$ cat config.mk
export PLATFORM = sky130hd
export DESIGN_NAME = writeback_slot_scheduler_flat
export DESIGN_NICKNAME = d
export VERILOG_FILES = /design/src/rtl/writeback_slot_scheduler_if.sv /design/src/rtl/writeback_slot_scheduler.sv /design/src/flat_wrapper.sv
export SDC_FILE = /design/constraint.sdc
export NUM_CORES = 1
export LEC_CHECK = 0
export BUFFER_PORTS_ARGS = -buffer_cell sky130_fd_sc_hd__buf_2
export CORE_MARGIN = 5
export CORE_UTILIZATION = 39
export DETAILED_ROUTE_END_ITERATION = 7
export GPL_ROUTABILITY_DRIVEN = 0
export PLACE_DENSITY = 0.79
export SLEW_MARGIN = 20
export SYNTH_ARGS = -nofsm -noshare
export SYNTH_HDL_FRONTEND = slang
export SYNTH_SLANG_ARGS = --single-unit
$ cat constraint.sdc
create_clock -name clk -period 2.64 [get_ports clk]
set_input_delay 0.528 -clock clk [delete_from_list [all_inputs] [get_ports clk]]
set_output_delay 0.528 -clock clk [all_outputs]
set_load 0.02 [all_outputs]
$ cat src/rtl/writeback_slot_scheduler_if.sv
// rtl/writeback_slot_scheduler_if.sv - request/grant bundle between strand issue logic and the writeback slot scheduler
interface writeback_slot_scheduler_if #(
    parameter int NUM_REQUESTERS = 4,
    parameter int IDX_W          = $clog2(NUM_REQUESTERS)
);
    logic [NUM_REQUESTERS-1:0] request;
    logic [NUM_REQUESTERS-1:0] request_long;
    logic                      flush;
    logic [NUM_REQUESTERS-1:0] grant_oh;
    logic                      grant_valid;
    logic [IDX_W-1:0]          grant_idx;

    modport master (
        output request, request_long, flush,
        input  grant_oh, grant_valid, grant_idx
    );

    modport slave (
        input  request, request_long, flush,
        output grant_oh, grant_valid, grant_idx
    );
endinterface

$ cat src/rtl/writeback_slot_scheduler.sv
// rtl/writeback_slot_scheduler.sv - round-robin issue arbiter that keeps issued instructions off the same writeback cycle
// Optional conflict statistics counter built when WB_SCHED_STATS_EN is defined.
module writeback_slot_scheduler #(
    parameter int NUM_REQUESTERS = 4,
    parameter int SHORT_LATENCY  = 1,
    parameter int LONG_LATENCY   = 4
) (
    input  logic                      clk,
    input  logic                      reset,
    writeback_slot_scheduler_if.slave req_if,
    output logic [LONG_LATENCY-1:0]   slot_reserved,
    output logic [31:0]               conflict_count
);
    localparam int IDX_W = $clog2(NUM_REQUESTERS);
    // Reservation bit for a grant after the shift: latency-2; latency 1 yields no bit.
    localparam logic [LONG_LATENCY-1:0] LONG_MASK  = LONG_LATENCY'(1) << (LONG_LATENCY - 2);
    localparam logic [LONG_LATENCY-1:0] SHORT_MASK = (LONG_LATENCY'(1) << SHORT_LATENCY) >> 2;

    logic [LONG_LATENCY-1:0]   slot_reserved_q, slot_reserved_d;
    logic [IDX_W-1:0]          ptr_q, ptr_d;
    logic                      short_free;
    logic [NUM_REQUESTERS-1:0] eligible;
    logic [IDX_W:0]            cand;
    logic [NUM_REQUESTERS-1:0] grant_oh;
    logic                      grant_valid;
    logic [IDX_W-1:0]          grant_idx;
    logic                      grant_long;

    always_comb begin
        short_free  = ~slot_reserved_q[SHORT_LATENCY-1];
        eligible    = req_if.request & (req_if.request_long | {NUM_REQUESTERS{short_free}});
        grant_valid = 1'b0;
        grant_idx   = '0;
        cand        = '0;
        // Scan from farthest to nearest offset so the nearest eligible strand wins.
        if (!req_if.flush) begin
            for (int off = NUM_REQUESTERS - 1; off >= 0; off--) begin
                cand = {1'b0, ptr_q} + (IDX_W + 1)'(off);
                if (cand >= (IDX_W + 1)'(NUM_REQUESTERS)) begin
                    cand = cand - (IDX_W + 1)'(NUM_REQUESTERS);
                end
                if (eligible[cand[IDX_W-1:0]]) begin
                    grant_valid = 1'b1;
                    grant_idx   = cand[IDX_W-1:0];
                end
            end
        end
        grant_oh   = NUM_REQUESTERS'(grant_valid) << grant_idx;
        grant_long = grant_valid & req_if.request_long[grant_idx];

        slot_reserved_d = slot_reserved_q >> 1;
        if (grant_valid) begin
            slot_reserved_d = slot_reserved_d | (grant_long ? LONG_MASK : SHORT_MASK);
        end
        if (req_if.flush) begin
            slot_reserved_d = '0;
        end

        ptr_d = ptr_q;
        if (grant_valid) begin
            ptr_d = (grant_idx == IDX_W'(NUM_REQUESTERS - 1)) ? '0 : grant_idx + IDX_W'(1);
        end
    end

    always_ff @(posedge clk) begin
        if (reset) begin
            slot_reserved_q <= '0;
            ptr_q           <= '0;
        end else begin
            slot_reserved_q <= slot_reserved_d;
            ptr_q           <= ptr_d;
        end
    end

    assign req_if.grant_oh    = grant_oh;
    assign req_if.grant_valid = grant_valid;
    assign req_if.grant_idx   = grant_idx;
    assign slot_reserved      = slot_reserved_q;

`ifdef WB_SCHED_STATS_EN
    logic [31:0] conflict_count_q, conflict_count_d;

    always_comb begin
        conflict_count_d = conflict_count_q;
        if ((|req_if.request) && !grant_valid && !req_if.flush && (conflict_count_q != 32'hFFFF_FFFF)) begin
            conflict_count_d = conflict_count_q + 32'd1;
        end
    end

    always_ff @(posedge clk) begin
        if (reset) begin
            conflict_count_q <= '0;
        end else begin
            conflict_count_q <= conflict_count_d;
        end
    end

    assign conflict_count = conflict_count_q;
`else
    assign conflict_count = 32'h0;
`endif
endmodule
$ cat src/flat_wrapper.sv
// flat-port wrapper written by rule: the top's interface ports become plain ports
module writeback_slot_scheduler_flat 
#(
    parameter int NUM_REQUESTERS = 4,
    parameter int SHORT_LATENCY  = 1,
    parameter int LONG_LATENCY   = 4
)
  (clk, reset, slot_reserved, conflict_count, req_if_request, req_if_request_long, req_if_flush, req_if_grant_oh, req_if_grant_valid, req_if_grant_idx);
  writeback_slot_scheduler_if #(.NUM_REQUESTERS(NUM_REQUESTERS)) req_if_i ();
  input  logic clk;
  input  logic reset;
  output logic [LONG_LATENCY-1:0] slot_reserved;
  output logic [31:0] conflict_count;
  input wire logic [$bits(req_if_i.request)-1:0] req_if_request;
  input wire logic [$bits(req_if_i.request_long)-1:0] req_if_request_long;
  input wire logic [$bits(req_if_i.flush)-1:0] req_if_flush;
  output wire logic [$bits(req_if_i.grant_oh)-1:0] req_if_grant_oh;
  output wire logic [$bits(req_if_i.grant_valid)-1:0] req_if_grant_valid;
  output wire logic [$bits(req_if_i.grant_idx)-1:0] req_if_grant_idx;
  assign req_if_i.request = req_if_request;
  assign req_if_i.request_long = req_if_request_long;
  assign req_if_i.flush = req_if_flush;
  assign req_if_grant_oh = req_if_i.grant_oh;
  assign req_if_grant_valid = req_if_i.grant_valid;
  assign req_if_grant_idx = req_if_i.grant_idx;
  writeback_slot_scheduler #(.NUM_REQUESTERS(NUM_REQUESTERS), .SHORT_LATENCY(SHORT_LATENCY), .LONG_LATENCY(LONG_LATENCY)) u_core (.clk(clk), .reset(reset), .req_if(req_if_i), .slot_reserved(slot_reserved), .conflict_count(conflict_count));
endmodule
==> impl_metrics.toml <==
[status]
outcome = "completed"

[logic_synthesis]
synth_common_cells = "33 x buf_4, 7 x nor2_1, 6 x nand2_1, 6 x nand2b_1, 5 x dfxtp_1"
synth_flop_cell = "dfxtp_1"
synth_cell_types = 30
synth_compound_area_frac = 0.175
yosys.area_share.adder = 0.0181
synthTopCellsByArea = "buf_4 36%, dfxtp_1 14%, nand2b_1 5.4%"
async_flop_share = 0
synth-edff-count = 0
synth_top_family_by_area = "buffers and inverters"
synth-xor-area-share = 0.0126
synth.most_common_cell = "buf_4"
ys_seq_area_frac = 0.144
synth_simple_gate_area_frac = 0.238
synth_warnings = 0
synthCells = 93
avgSynthCellArea_um2 = 7.45
syn_area_um2 = 693
synth.top_cell.area_share = 0.357
ys_ff_latch = 5
synth_area_leader_cell = "buf_4"
synthMuxAreaShare = 0.0144

[setup_path]
startpoint = "u_core.ptr_q[1]"
rr_startpoint = "u_core.ptr_q[1]"
critical_path_required_ns = 2.11
critPathCaptureType = "primary output"
crit_end = "req_if_grant_oh[2]"
path_class = "reg -> out"
cp-start-kind = "register"
r2r-end = "u_core.ptr_q[1]"
crit_arrival_ns = 1.88
path_max_fanout = 6
worstRegToRegCells = 8
r2r_slack_ns = 0.66

[clock_network]
cts.clk_slew.worst_paths_ns = 0.04
cts.sinks = 5
post_cts_buffers = 0
cts_buffer_depth = 2
hold_buffers = 0
cts_buffers = 3
post_cts_resized = 0
clk_latency_ns = 0.24
cts_tree = "done"
htreeDepth = 1
root_buffer = "clkbuf_4"

[timing]
fin_crit_sh = 0.912
drv_slew = 0
finalSetupViolations = 0
fmax_ghz = 0.415
finClkSkew_ns = 0.00199
finalHoldViolations = 0
rsz0062_at_grt = "no"
setup_slack_ns = 0.232
period_minus_slack_ns = 2.41
fin_tns_setup_ns = 0

[grt]
grt_pass1_wl_um = 2080
overflow = 0
antenna_found_initial = 0
grt_max_degree = 11
grt_pass1_vias = 511
grt_util_all_layers = 0.101

[route]
routed_wl_um = 1400
viasPerCell = 4.04
vias = 570
drt_first_pass_iters = 4
drt_iter0_drc = 20
routedWlPerCell_um = 9.93
drc = 0
final_antenna_net_count = 0

[die]
start_util = 0.406
die_x_um = 52.2
core_mm2 = 0.00171
die_area_mm2 = 0.00272
rows = 15
ioPinCount = 54
chipHeight_um = 52.2

[pwr]
p_leak_uw = 0.000406
ir_worst_vdd_v = 0.000247
power_density_mw_per_mm2 = 413

[cells_and_area]
seqCellArea_um2 = 100
multi_input_area_um2 = 442
diodes = 0
fin_nets = 129
area_growth_pct = 4.69
drive_gt1_frac = 0.241
fill_cells = 179

[worst_hold_path]
holdCritPathClass = "reg -> reg"

[placed_design]
hpwl_um = 1220
port_buffers = 20
place_ws_ns = 0.240

[flow_run]
maxCapViolations = 0
worst min-delay path by stage:
stage	startpoint	to	slack, ns	cells past startpoint
finish	u_core.slot_reserved[2]	u_core.slot_reserved[1]	0.48	1
CTS	u_core.slot_reserved[1]	u_core.slot_reserved[0]	0.49	1
detailed placement	u_core.slot_reserved[2]	u_core.slot_reserved[1]	0.48	1
global route	u_core.slot_reserved[1]	u_core.slot_reserved[0]	0.51	1
global placement	u_core.slot_reserved[1]	u_core.slot_reserved[0]	0.47	1
floorplan	u_core.slot_reserved[1]	u_core.slot_reserved[0]	0.55	1
worst max-delay path, cell delays in order (launching register included):
cell      delay [ns]
dfxtp_1         0.44
inv_2           0.09
o311ai_2        0.27
a21oi_1         0.10
a2111o_1        0.43
nand2_1         0.11
nor2_1          0.04
buf_2           0.15
area by class of cell:
cell class / instances / share of cell area
Timing Repair Buffer: 21 / 0.148
Clock buffer: 4 / 0.0362
Inverter: 5 / 0.0259
Multi-Input combinational cell: 81 / 0.609
Tap cell: 25 / 0.0431
Sequential cell: 5 / 0.138
through the flow:
step	hold slack (ns)	total power (uW)	std cells	util	area, um^2
after floorplan	0.551	220	125	-	813
after global placement	0.467	210	137	0.410	699
after detailed placement	0.477	211	137	0.410	699
after CTS	0.489	302	141	0.425	726
after global routing	0.510	320	141	0.425	726
final	0.484	299	141	0.425	726
logic make-up after synthesis:
logic type                 after synthesis
buffers and inverters                   39
AOI/OAI and AO/OA                       14
muxes                                    1
other                                    1
adders and majority gates                1
DFF                                      5
and+or+nand+nor                         31
xor gates and xnor gates                 1
state kept, by name, indices dropped and copies added (netlist names):
name                  flops
u_core.ptr_q              2
u_core.slot_reserved      3
layout by cell type, fill, tap and decap left out:
cell	count
a2111o_1	1
a211oi_2	1
a21oi_1	3
a31oi_1	2
a41o_1	1
a41oi_1	1
and2_1	1
and3_1	1
buf_2	20
buf_4	1
clkbuf_1	1
clkbuf_4	3
conb_1	33
dfxtp_1	5
ha_1	1
inv_1	4
inv_2	1
mux2i_1	1
nand2_1	6
nand2b_1	6
nand3_1	2
nand3b_1	1
nor2_1	7
nor2b_1	2
nor3b_1	4
o211a_1	1
o211ai_1	1
o221ai_1	1
o311ai_2	1
o32ai_1	1
or2_2	1
xnor2_1	1
routing by layer:
layer | GRT usage | routed length (um) | up-vias
li1 | - | - | 293
met1 | 0.123 | 523 | 246
met2 | 0.157 | 722 | 31
met3 | 0.0172 | 154 | 0
met4 | 0.0766 | 0 | 0
met5 | 0 | 0 | -
where the power goes:
group          internal (uW)  switching [uW]  leakage, uW
logic                   35.5            89.5     0.000351
clock network           57.1            30.8    0.0000150
registers               79.9            6.62    0.0000408
(Power assumes the default switching activity.)
